<file path="src/rtl/mmio_timer_irq.sv">
// Memory-mapped countdown timer with prescaler and level-held active-low IRQ.
// Reads are combinational and zero when unselected; writes commit on the clock edge.
module mmio_timer_irq #(
  parameter logic [31:0] BASE_ADDR  = 32'hFFFF_0000,
  parameter int          PRESCALE_W = 16
) (
  input  logic        clk,
  input  logic        reset,
  input  logic [31:0] memaddr,
  input  logic        memwrite,
  input  logic        memread,
  input  logic [3:0]  be,
  input  logic [31:0] writedata,
  output logic [31:0] readdata,
  output logic        nIRQ
);

  localparam logic [2:0] IDX_CTRL     = 3'd0;
  localparam logic [2:0] IDX_LOAD     = 3'd1;
  localparam logic [2:0] IDX_COUNT    = 3'd2;
  localparam logic [2:0] IDX_STATUS   = 3'd3;
  localparam logic [2:0] IDX_PRESCALE = 3'd4;

  logic                  r_en;
  logic                  r_auto;
  logic                  r_ie;
  logic                  r_pend;
  logic                  r_nirq;
  logic [31:0]           r_load;
  logic [31:0]           r_count;
  logic [PRESCALE_W-1:0] r_prescale;
  logic [PRESCALE_W-1:0] r_pcnt;

  logic                  w_sel;
  logic [2:0]            w_idx;
  logic                  w_wr;
  logic [31:0]           w_mask;
  logic [31:0]           w_load_merged;
  logic [31:0]           w_count_merged;
  logic [PRESCALE_W-1:0] w_prescale_merged;
  logic                  w_tick;
  logic                  w_expire;
  logic                  w_ctrl_wr;
  logic                  w_pend_clr;
  logic                  w_unused;

  assign w_sel    = (memaddr[31:5] == BASE_ADDR[31:5]);
  assign w_idx    = memaddr[4:2];
  // A write with no byte lanes enabled is not a write at all, so the timer keeps running.
  assign w_wr     = w_sel & memwrite & (|be);
  assign w_unused = ^memaddr[1:0];

  genvar gi;
  generate
    for (gi = 0; gi < 4; gi++) begin : g_lane
      assign w_mask[8*gi +: 8] = {8{be[gi]}};
    end
  endgenerate

  assign w_load_merged     = (r_load & ~w_mask) | (writedata & w_mask);
  assign w_count_merged    = (r_count & ~w_mask) | (writedata & w_mask);
  assign w_prescale_merged = (r_prescale & ~w_mask[PRESCALE_W-1:0])
                           | (writedata[PRESCALE_W-1:0] & w_mask[PRESCALE_W-1:0]);

  assign w_tick     = r_en & (r_pcnt == r_prescale);
  assign w_expire   = w_tick & (r_count == 32'd0);
  assign w_ctrl_wr  = w_wr & (w_idx == IDX_CTRL) & be[0];
  assign w_pend_clr = w_wr & (w_idx == IDX_STATUS) & be[0] & writedata[0];

  always_ff @(posedge clk) begin
    if (reset) begin
      r_en       <= 1'b0;
      r_auto     <= 1'b0;
      r_ie       <= 1'b0;
      r_pend     <= 1'b0;
      r_nirq     <= 1'b1;
      r_load     <= 32'd0;
      r_count    <= 32'd0;
      r_prescale <= '0;
      r_pcnt     <= '0;
    end else begin
      r_nirq <= ~(r_pend & r_ie);

      // Software control of EN takes priority over one-shot auto-disable.
      if (w_ctrl_wr) begin
        r_en   <= writedata[0];
        r_auto <= writedata[1];
        r_ie   <= writedata[2];
      end else if (w_expire && !r_auto) begin
        r_en <= 1'b0;
      end

      // Held at zero while disabled, so a 0->1 EN transition always starts a fresh period.
      if (!r_en || w_tick) begin
        r_pcnt <= '0;
      end else begin
        r_pcnt <= r_pcnt + PRESCALE_W'(1);
      end

      if (w_wr && (w_idx == IDX_COUNT)) begin
        r_count <= w_count_merged;
      end else if (w_tick) begin
        if (r_count != 32'd0) begin
          r_count <= r_count - 32'd1;
        end else if (r_auto) begin
          r_count <= r_load;
        end
      end

      if (w_wr && (w_idx == IDX_LOAD)) begin
        r_load <= w_load_merged;
      end

      if (w_wr && (w_idx == IDX_PRESCALE)) begin
        r_prescale <= w_prescale_merged;
      end

      if (w_expire) begin
        r_pend <= 1'b1;
      end else if (w_pend_clr) begin
        r_pend <= 1'b0;
      end
    end
  end

  always_comb begin
    readdata = 32'd0;
    if (w_sel && memread) begin
      case (w_idx)
        IDX_CTRL:     readdata = {29'd0, r_ie, r_auto, r_en};
        IDX_LOAD:     readdata = r_load;
        IDX_COUNT:    readdata = r_count;
        IDX_STATUS:   readdata = {31'd0, r_pend};
        IDX_PRESCALE: readdata = {{(32-PRESCALE_W){1'b0}}, r_prescale};
        default:      readdata = 32'd0;
      endcase
    end
  end

  assign nIRQ = r_nirq;

endmodule

</file>
<file path="config.mk">
export PLATFORM = sky130hd
export DESIGN_NAME = mmio_timer_irq
export DESIGN_NICKNAME = d
export VERILOG_FILES = /design/src/rtl/mmio_timer_irq.sv
export SDC_FILE = /design/constraint.sdc
export NUM_CORES = 1
export LEC_CHECK = 0
export CORE_ASPECT_RATIO = 0.75
export CORE_MARGIN = 2
export CORE_UTILIZATION = 55
export CTS_CLUSTER_DIAMETER = 60
export DETAILED_ROUTE_END_ITERATION = 7
export PLACE_DENSITY = 0.83
export SYNTH_ARGS = -nofsm -noshare
export SYNTH_HDL_FRONTEND = slang
export SYNTH_SLANG_ARGS = --single-unit
</file>
<file path="constraint.sdc">
create_clock -name clk -period 6.4 [get_ports clk]
set_input_delay 1.28 -clock clk [delete_from_list [all_inputs] [get_ports clk]]
set_output_delay 1.28 -clock clk [all_outputs]
set_load 0.01 [all_outputs]
</file>
==> out/qor.log <==
[run_status] status finished, final reports clean
[place] cell area after placement 7240 um^2
[critical_path] maximum fanout encountered on the critical timing path 21
[timing] worst clock skew 7.93 ps
[pwr] Pwr Density 168 nW/um^2
[floorplanning] initial core utilization 0.566
[floorplanning] overall die area 12100 um^2
[drt] number of vias after detailed routing 6560
[yosys] average footprint of a synthesized cell 7.62 um^2
[clock_tree] clock insertion delay at the later pin of the skew report 350 ps
[clock_tree] post-CTS clock slew at the launch and capture registers of the worst setup and hold paths 60 ps
[yosys] flop and latch count out of synthesis 101
[yosys] Post-synth top cells nor2_1 (106), dfxtp_1 (101), a21oi_1 (94)
[floorplanning] IO Pins 105
[drt] wire length per cell after detailed routing 18.7 um
[global_route] total routing resource utilization after global routing 0.312
[place] HPWL after DPL 13.2 mm
[cells_and_area] ant diodes 0
[timing] Slew headroom 0.212
[yosys] proportion of synthesized chip area in sequential cells 0.327
[critical_path] data arrival time at the worst-slack endpoint 4180 ps
[timing] worst hold margin 450 ps
[yosys] Yosys top cell area share 0.327
[floorplanning] DIE WIDTH 127 um
[timing] shortest clock period the worst path allows after layout 5460 ps
[drt] number of DRC markers after the initial detailed-route iteration 781
[clock_tree] Post-CTS Setup Inserts 0
[drt] number of remaining DRC errors 0
[yosys] EDFF count, synth 0
[yosys] most common flop cell mapped by yosys dfxtp_1
[yosys] share of flip-flops with an asynchronous set or reset 0
[timing] fin crit share 0.852
[clock_tree] number of gates resized after CTS 0
[drt] ratio of routed vias to standard cells 6.37
[critical_path] critical path required time 5120 ps
[cells_and_area] ratio of cells with drive above 1 in the final layout 0.0652
[cells_and_area] Non-Filler Cell Area, Final 7540 um^2
[yosys] count of cell types in the netlist 55
[global_route] initial antenna violation count 0
[global_route] pin count of the biggest net entering global routing 78
[clock_tree] clock root buffer master clkbuf_16
[drt] remaining antenna violation count after routing 0
[run] Max-Cap Viols 0
[global_route] via count of the first global-routing pass 6099
[place] global placement routability congestion 0.906
[timing] Max Fclk 183 MHz
[critical_path] launching element type of the critical path primary input
[yosys] Yosys top cell by area dfxtp_1
[clock_tree] number of hold buffers added after cts 0
[clock_tree] total number of H-tree levels 3
[cells_and_area] Layout Area Growth over Synthesis 21.7%
[timing] total of endpoints with negative setup slack in the final report 0
[cells_and_area] filler cell count in the final layout 871
[place] number of input and output port buffers inserted 102
[timing] Post-Route Setup TNS 0 ps
[yosys] post-synthesis instance area 6190 um^2
[pwr] static leakage power 2.63 nW
[pwr] worst-case vdd ir drop 0.000175 V
[critical_path] Crit Path Class primary input to output pin
[yosys] Synth area leaders dfxtp_1 (33%), a21oi_1 (7.6%), nor2_1 (6.4%), xnor2_1 (5.9%), nand2_1 (5.0%)
[drt] DR pass1 iterations 6
[critical_path] kind of end point of the critical path output pin
[critical_path] reg-to-reg slack, setup 2300 ps
[yosys] post-synthesis net count 888
[global_route] global-route wire length before repair 30.7 mm
[clock_tree] maximum number of buffers from clock root to sink 2
[timing] Worst Tran Pin Value 1180 ps
[floorplanning] placeable core region 10900 um^2
[drt] detailed-route wire length 19.3 mm
[clock_tree] number of buffers added by the clock tree synthesis step 9
[floorplanning] die height 95.9 um
[clock_tree] Clock Sink Count 101
[yosys] synthesized netlist cell count 813
[yosys] total number of yosys warnings 0
[floorplanning] row count 33
[cells_and_area] core occupancy in the finished layout 0.689
[clock_tree] TritonCTS clock tree yes
[timing] final-report hold violation count 0
[worst_hold_path] Hold/Removal Path Class flip-flop to flip-flop
[global_route] overflow left after global routing 0
[yosys] most common cell in the netlist nor2_1
[cells_and_area] final layout net count 960
[timing] number of max-slew violations in the final report 0
[timing] RSZ-0062 raised after global routing no
## power breakdown
part	internal [mW]	switching, mW	total [mW]
sequential	0.628	0.000000000287	0.628
combinational	0.0444	0.0443	0.0888
clock	0.301	0.248	0.550
total	0.974	0.293	1.27
## cells in the final DEF, fill, tap and decap left out, types with 5 or more instances in the layout
cell type,count
inv_1,11
o21ai_1,20
nand2b_1,5
a22oi_1,29
o211ai_1,13
o21ai_0,25
a21oi_1,94
nand3_1,25
xor2_1,12
xnor2_1,42
and3_1,6
nor3_1,14
or3_1,10
dfxtp_1,101
o21a_1,5
a21o_1,25
buf_4,15
nor4_1,18
nor2_1,106
nand2_1,83
clkdlybuf4s50_1,101
nand4_1,16
or4_1,12
a31o_2,7
mux2i_1,26
clkbuf_16,9
## critical path, cell delays in order
cell and delay, ps:
clkdlybuf4s50_1 410, or4b_1 500, or4_1 650, nor3_1 260, nand3_1 130, buf_4 230, nor2_1 140, clkdlybuf4s50_1 560
## logic make-up (layout without fill, tap and decap cells)
family          Yosys count  after routing  share of synthesized area
simple gates            327            327                      0.263
fa+ha+maj                 3              3                    0.00606
flops                   101            101                      0.327
buf+inv                  68            145                     0.0497
mux                      31             31                     0.0511
xor+xnor                 54             54                     0.0764
compound gates          229            229                      0.227
## routing by layer
metal | global-route usage | wire length [um] | vias up
met5 | 0 | 0 | -
met4 | 0.0971 | 314 | 0
met3 | 0.0634 | 2120 | 41
met2 | 0.508 | 8570 | 426
met1 | 0.421 | 8290 | 3026
li1 | - | - | 3067
## final timing paths
| kind | endpoint | start | cells after the start |
|---|---|---|---|
| setup / recovery | readdata[23] | memaddr[6] | 8 |
| hold / removal | nIRQ | r_ie | 1 |
| setup reg to reg | flip-flop | flip-flop | 7 |
| hold reg to reg | nIRQ | r_ie | 1 |
## layout make-up
| type | count | area (um^2) | share of cell area |
|---|---|---|---|
| Inverter | 12 | 45.0 | 0.00598 |
| Sequential cell | 101 | 2020 | 0.268 |
| Clock buffer | 9 | 225 | 0.0299 |
| Multi-Input combinational cell | 644 | 3870 | 0.514 |
| Timing Repair Buffer | 117 | 1130 | 0.150 |
| Tap cell | 140 | 175 | 0.0232 |
| Clock inverter | 7 | 66.3 | 0.00880 |
## metrics by stage
step,setup slack (ps),total power [mW],cells
floorplan,1980,0.668,813
global placement,983,0.728,1014
detailed placement,929,0.729,1014
CTS,913,1.26,1030
global route,804,1.29,1030
finish,944,1.27,1030
Power figures use the tool's default switching activity.
==> patch 1: new RTL, config.mk and constraints unchanged <==
Register the input `writedata` before use. The logic sees it one clock later. The other inputs are not delayed to match.
--- a/src/rtl/mmio_timer_irq.sv
+++ b/src/rtl/mmio_timer_irq.sv
@@ -20,6 +20,12 @@
   localparam logic [2:0] IDX_COUNT    = 3'd2;
   localparam logic [2:0] IDX_STATUS   = 3'd3;
   localparam logic [2:0] IDX_PRESCALE = 3'd4;
+
+  logic [31:0] writedata_q;
+
+  always_ff @(posedge clk) begin
+    writedata_q <= writedata;
+  end
 
   logic                  r_en;
   logic                  r_auto;
@@ -57,15 +63,15 @@
     end
   endgenerate
 
-  assign w_load_merged     = (r_load & ~w_mask) | (writedata & w_mask);
-  assign w_count_merged    = (r_count & ~w_mask) | (writedata & w_mask);
+  assign w_load_merged     = (r_load & ~w_mask) | (writedata_q & w_mask);
+  assign w_count_merged    = (r_count & ~w_mask) | (writedata_q & w_mask);
   assign w_prescale_merged = (r_prescale & ~w_mask[PRESCALE_W-1:0])
-                           | (writedata[PRESCALE_W-1:0] & w_mask[PRESCALE_W-1:0]);
+                           | (writedata_q[PRESCALE_W-1:0] & w_mask[PRESCALE_W-1:0]);
 
   assign w_tick     = r_en & (r_pcnt == r_prescale);
   assign w_expire   = w_tick & (r_count == 32'd0);
   assign w_ctrl_wr  = w_wr & (w_idx == IDX_CTRL) & be[0];
-  assign w_pend_clr = w_wr & (w_idx == IDX_STATUS) & be[0] & writedata[0];
+  assign w_pend_clr = w_wr & (w_idx == IDX_STATUS) & be[0] & writedata_q[0];
 
   always_ff @(posedge clk) begin
     if (reset) begin
@@ -83,9 +89,9 @@
 
       // Software control of EN takes priority over one-shot auto-disable.
       if (w_ctrl_wr) begin
-        r_en   <= writedata[0];
-        r_auto <= writedata[1];
-        r_ie   <= writedata[2];
+        r_en   <= writedata_q[0];
+        r_auto <= writedata_q[1];
+        r_ie   <= writedata_q[2];
       end else if (w_expire && !r_auto) begin
         r_en <= 1'b0;
       end
Function: changed (Yosys sat finds a counterexample within 4 cycles, from zero or initial values and one cycle with reset high).
==> patch 1 against the unedited design <==
Sequential cell count increased by 32; count of clock-buffer cells in the layout increased by 9; setup slack worse by 0.13 ns; total power grew 56%; final area rose by 14%; area after synthesis grew 10%; wire length grew 0.45%; largest cell class unchanged; die area is 9.9% higher.
==> patch 1: results (changes against the unedited design) <==
run status=complete, no violations; fill cell count=913 (+4.8%); reg2reg setup slack=2.79 ns (+0.49 ns); first-pass GRT wire length=31200 microns (+1.6%); detailed-route vias per instance=6.08 (-4.6%); clock tree sinks=133 (+32%); global-route usage over all layers=29.5% (-1.8 points); number of global-route vias before repair=6075 (-0.39%); worst hold path depth=2 (+1); combinational cell power=83.6 uW (-5.9%); Pint=1540 uW (+58%); VDD IR max=0.187 mV (+7.1%); Non-clock buffers, area share=13.1% (-1.9 points); worst clock skew on the final layout=0.00608 ns (-0.00185 ns); Sequential Power=848 uW (+35%); top post-synthesis cells by count=sky130_fd_sc_hd__nor2_1, sky130_fd_sc_hd__dfxtp_1, sky130_fd_sc_hd__a21oi_1, sky130_fd_sc_hd__mux2i_1, sky130_fd_sc_hd__xnor2_1; fraction of area in registers=31.0% (+4.2 points); data arrival time at the worst-slack endpoint=4.31 ns (+0.13 ns); maximum number of pins on one net before global-route repair=49 (-37%); critical path's slowest cell=sky130_fd_sc_hd__or4b_4; standard cell area after detailed placement=7960 sq um (+9.9%); total half-perimeter wirelength after legalization and detailed placement=12900 microns (-1.9%); non-clock buffer instance count of the final layout=116 (-0.85%); final estimated routing congestion in global placement=0.885 (-2.4%); Worst slew margin=41.5% (+20 points); fraction of final layout cells sized beyond drive strength 1=8.07% (+1.5 points); multi-input logic portion of the cell area=45.6% (-5.8 points); area added between synthesis and finish=25.8%; post-place setup slack=0.835 ns (-0.0941 ns); met2 wire length=8700 microns (+1.5%); Met1 Routed Length=8680 microns (+4.6%); Synth area leaders=sky130_fd_sc_hd__dfxtp_1, sky130_fd_sc_hd__mux2i_1, sky130_fd_sc_hd__nor2_1
[patch 1: changes by cell type after synthesis, sizes merged, moves of 9 or more]
| cell | before | now |
|---|---|---|
| a21o | 25 | 16 |
| a21oi | 94 | 74 |
| dfxtp | 101 | 133 |
| mux2i | 26 | 55 |
| nand2 | 83 | 31 |
| nand4 | 16 | 28 |
| nor2 | 106 | 138 |
| o21a | 5 | 15 |
| o21ai | 45 | 35 |
[patch 1: metal layers]
metal | vias up | global-route usage [%]
li1 | 3086 | -
met1 | 3034 | 41.0
met2 | 347 | 45.8
met3 | 41 | 6.74
met4 | 0 | 9.26
met5 | - | 0
[patch 1: worst max-delay path by stage]
stage | end | slack, ns | cells past startpoint
6_report | readdata[26] | 0.81 | 7
5_1_grt | readdata[16] | 0.69 | 7
4_1_cts | readdata[4] | 0.81 | 7
3_5_place_dp | readdata[26] | 0.84 | 7
3_3_place_gp | readdata[22] | 0.90 | 7
2_1_floorplan | readdata[10] | 2.21 | 5
[patch 1: cell families (layout without fill, tap and decap cells)]
logic type | Yosys count | in the layout | share of synthesized area [%]
buffers and inverters | 62 | 161 | 3.94
adder cells (fa/ha/maj) | 3 | 3 | 0.550
multiplexers | 57 | 57 | 8.39
flip-flops | 133 | 133 | 39.0
AND/OR/NAND/NOR | 285 | 285 | 21.5
AO/OA/AOI/OAI | 210 | 210 | 19.5
XOR/XNOR | 56 | 56 | 7.18
[patch 1: per-stage QoR]
| stage | total power, uW | std cells | hold slack (ns) |
|---|---|---|---|
| after detailed placement | 947 | 1039 | 0.473 |
| after CTS | 1980 | 1071 | 0.487 |
| final | 1980 | 1071 | 0.494 |
| after floorplan | 889 | 806 | 0.392 |
| after global placement | 947 | 1039 | 0.471 |
| after global routing | 2020 | 1071 | 0.510 |
==> patch 2: new RTL, same flow settings <==
Without the edit above. The parameter `PRESCALE_W` goes from 16 to 32.
--- a/src/rtl/mmio_timer_irq.sv
+++ b/src/rtl/mmio_timer_irq.sv
@@ -2,7 +2,7 @@
 // Reads are combinational and zero when unselected; writes commit on the clock edge.
 module mmio_timer_irq #(
   parameter logic [31:0] BASE_ADDR  = 32'hFFFF_0000,
-  parameter int          PRESCALE_W = 16
+  parameter int          PRESCALE_W = 32
 ) (
   input  logic        clk,
   input  logic        reset,
Check against the original RTL: not equivalent (Yosys sat finds a counterexample within 4 cycles, from zero or initial values and one cycle with reset high).
==> patch 2 against the unedited design <==
Setup slack worse by 0.0060 ns; wire length grew 29%; final area rose by 24%; count of clock-buffer cells in the layout rose by 11; maximum frequency down 0.11%; critical path type unchanged; largest cell class unchanged; total power is 57% higher; sequential cell count rose by 32; area after synthesis grew 24%; sequential share of layout area increased by 1.6 points; critical path depth stayed put; first-iteration DRC count up 20%; synthesized cell count is 27% higher; hold slack got worse by 0.021 ns.
==> patch 2: results (changes against the unedited design) <==
run status=complete, no violations; total number of sequential cells=133 (+32%); clock insertion delay at the later pin of the skew report=0.42 ns (+0.07 ns); Final #Nets=1169 (+22%); fraction of the mapped netlist area in compound gates=20.9% (-1.8 points); Synth area leaders=sky130_fd_sc_hd__dfxtp_1, sky130_fd_sc_hd__nand2_1, sky130_fd_sc_hd__a21oi_1; delay of the slowest critical-path stage=0.78 ns (+0.13 ns); number of CTS-inserted buffers=17 (+8); initial DRC count=937 (+20%); met2 wire length=11000 microns (+29%); clk tree area frac=6.85% (+3.0 points); leakage power total=0.00329 uW (+25%); Met1 Routed Length=10100 microns (+22%); Synthesized Nets=1104 (+24%); count of H-tree levels built during CTS=4 (+1); top post-synthesis cells by count=sky130_fd_sc_hd__nand2_1, sky130_fd_sc_hd__nor2_1, sky130_fd_sc_hd__dfxtp_1, sky130_fd_sc_hd__a21oi_1, sky130_fd_sc_hd__clkbuf_1; maximum number of pins on one net before global-route repair=63 (-19%); global-route usage over all layers=33.3% (+2.1 points); sequential area share after synthesis=34.7% (+2.1 points); transition time at the pin with the least slew margin=1.11 ns (-0.0686 ns); footprint of the flip-flops and latches=2660 sq um (+32%); clock buffers=20 (+11); total area of multi-input combinational cells=4650 sq um (+20%); Non-clock buffers, area share=11.6% (-3.4 points); area share of fa/ha/maj cells after synthesis=0.489% (-0.12 points); #MultiIn Comb=802 (+25%); VDD IR max=0.203 mV (+16%); via count=8126 (+24%); met1 routing resource usage after global routing=46.1% (+3.9 points); Unique masters post-synth=56 (+1.8%); mux contribution to synthesized area=1.96% (-3.2 points); critical path's slowest cell=sky130_fd_sc_hd__nor2b_2; fraction of final layout cells sized beyond drive strength 1=7.41% (+0.89 points); non-clock inverter instance count of the final layout=29 (+17); first-pass GRT wire length=39100 microns (+27%); fill cell count=1152 (+32%); total half-perimeter wirelength after legalization and detailed placement=16400 microns (+25%); Initial DRT Pass Iterations=7 (+1); routed wl met3=3300 microns (+55%); CP max FO=18 (-14%); area share of xor/xnor cells in the synthesized design=9.37% (+1.7 points); Largest delay share family, worst path=buffers and inverters; post-detailed-routing wire length=24900 microns (+29%); met2 track demand over resource in global routing=51.2% (+0.31 points); post-place setup slack=1.03 ns (+0.0965 ns)
## patch 2: power breakdown
part | total (uW) | leakage [uW] | internal (uW) | switching, uW
Clock | 1070 | 0.000308 | 683 | 386
Combinational | 97.6 | 0.00191 | 44.6 | 53.0
Sequential | 828 | 0.00107 | 828 | 0.000000368
## patch 2: through the flow
step | total power (uW) | util (%) | std cells | cell area, sq um
floorplan | 876 | - | 1029 | 7670
global placement | 940 | 63.9 | 1250 | 8720
detailed placement | 941 | 63.9 | 1250 | 8720
CTS | 1990 | 68.6 | 1282 | 9370
global route | 2030 | 68.6 | 1282 | 9370
finish | 1990 | 68.6 | 1282 | 9370
## patch 2: worst paths after layout
kind         cells past startpoint      endpoint       start  slack (ns)
max                              8  readdata[31]  memaddr[3]        0.94
min reg2reg                      1          nIRQ        r_ie        0.43
min                              1          nIRQ        r_ie        0.43
max reg2reg                      7          flop        flop        2.55
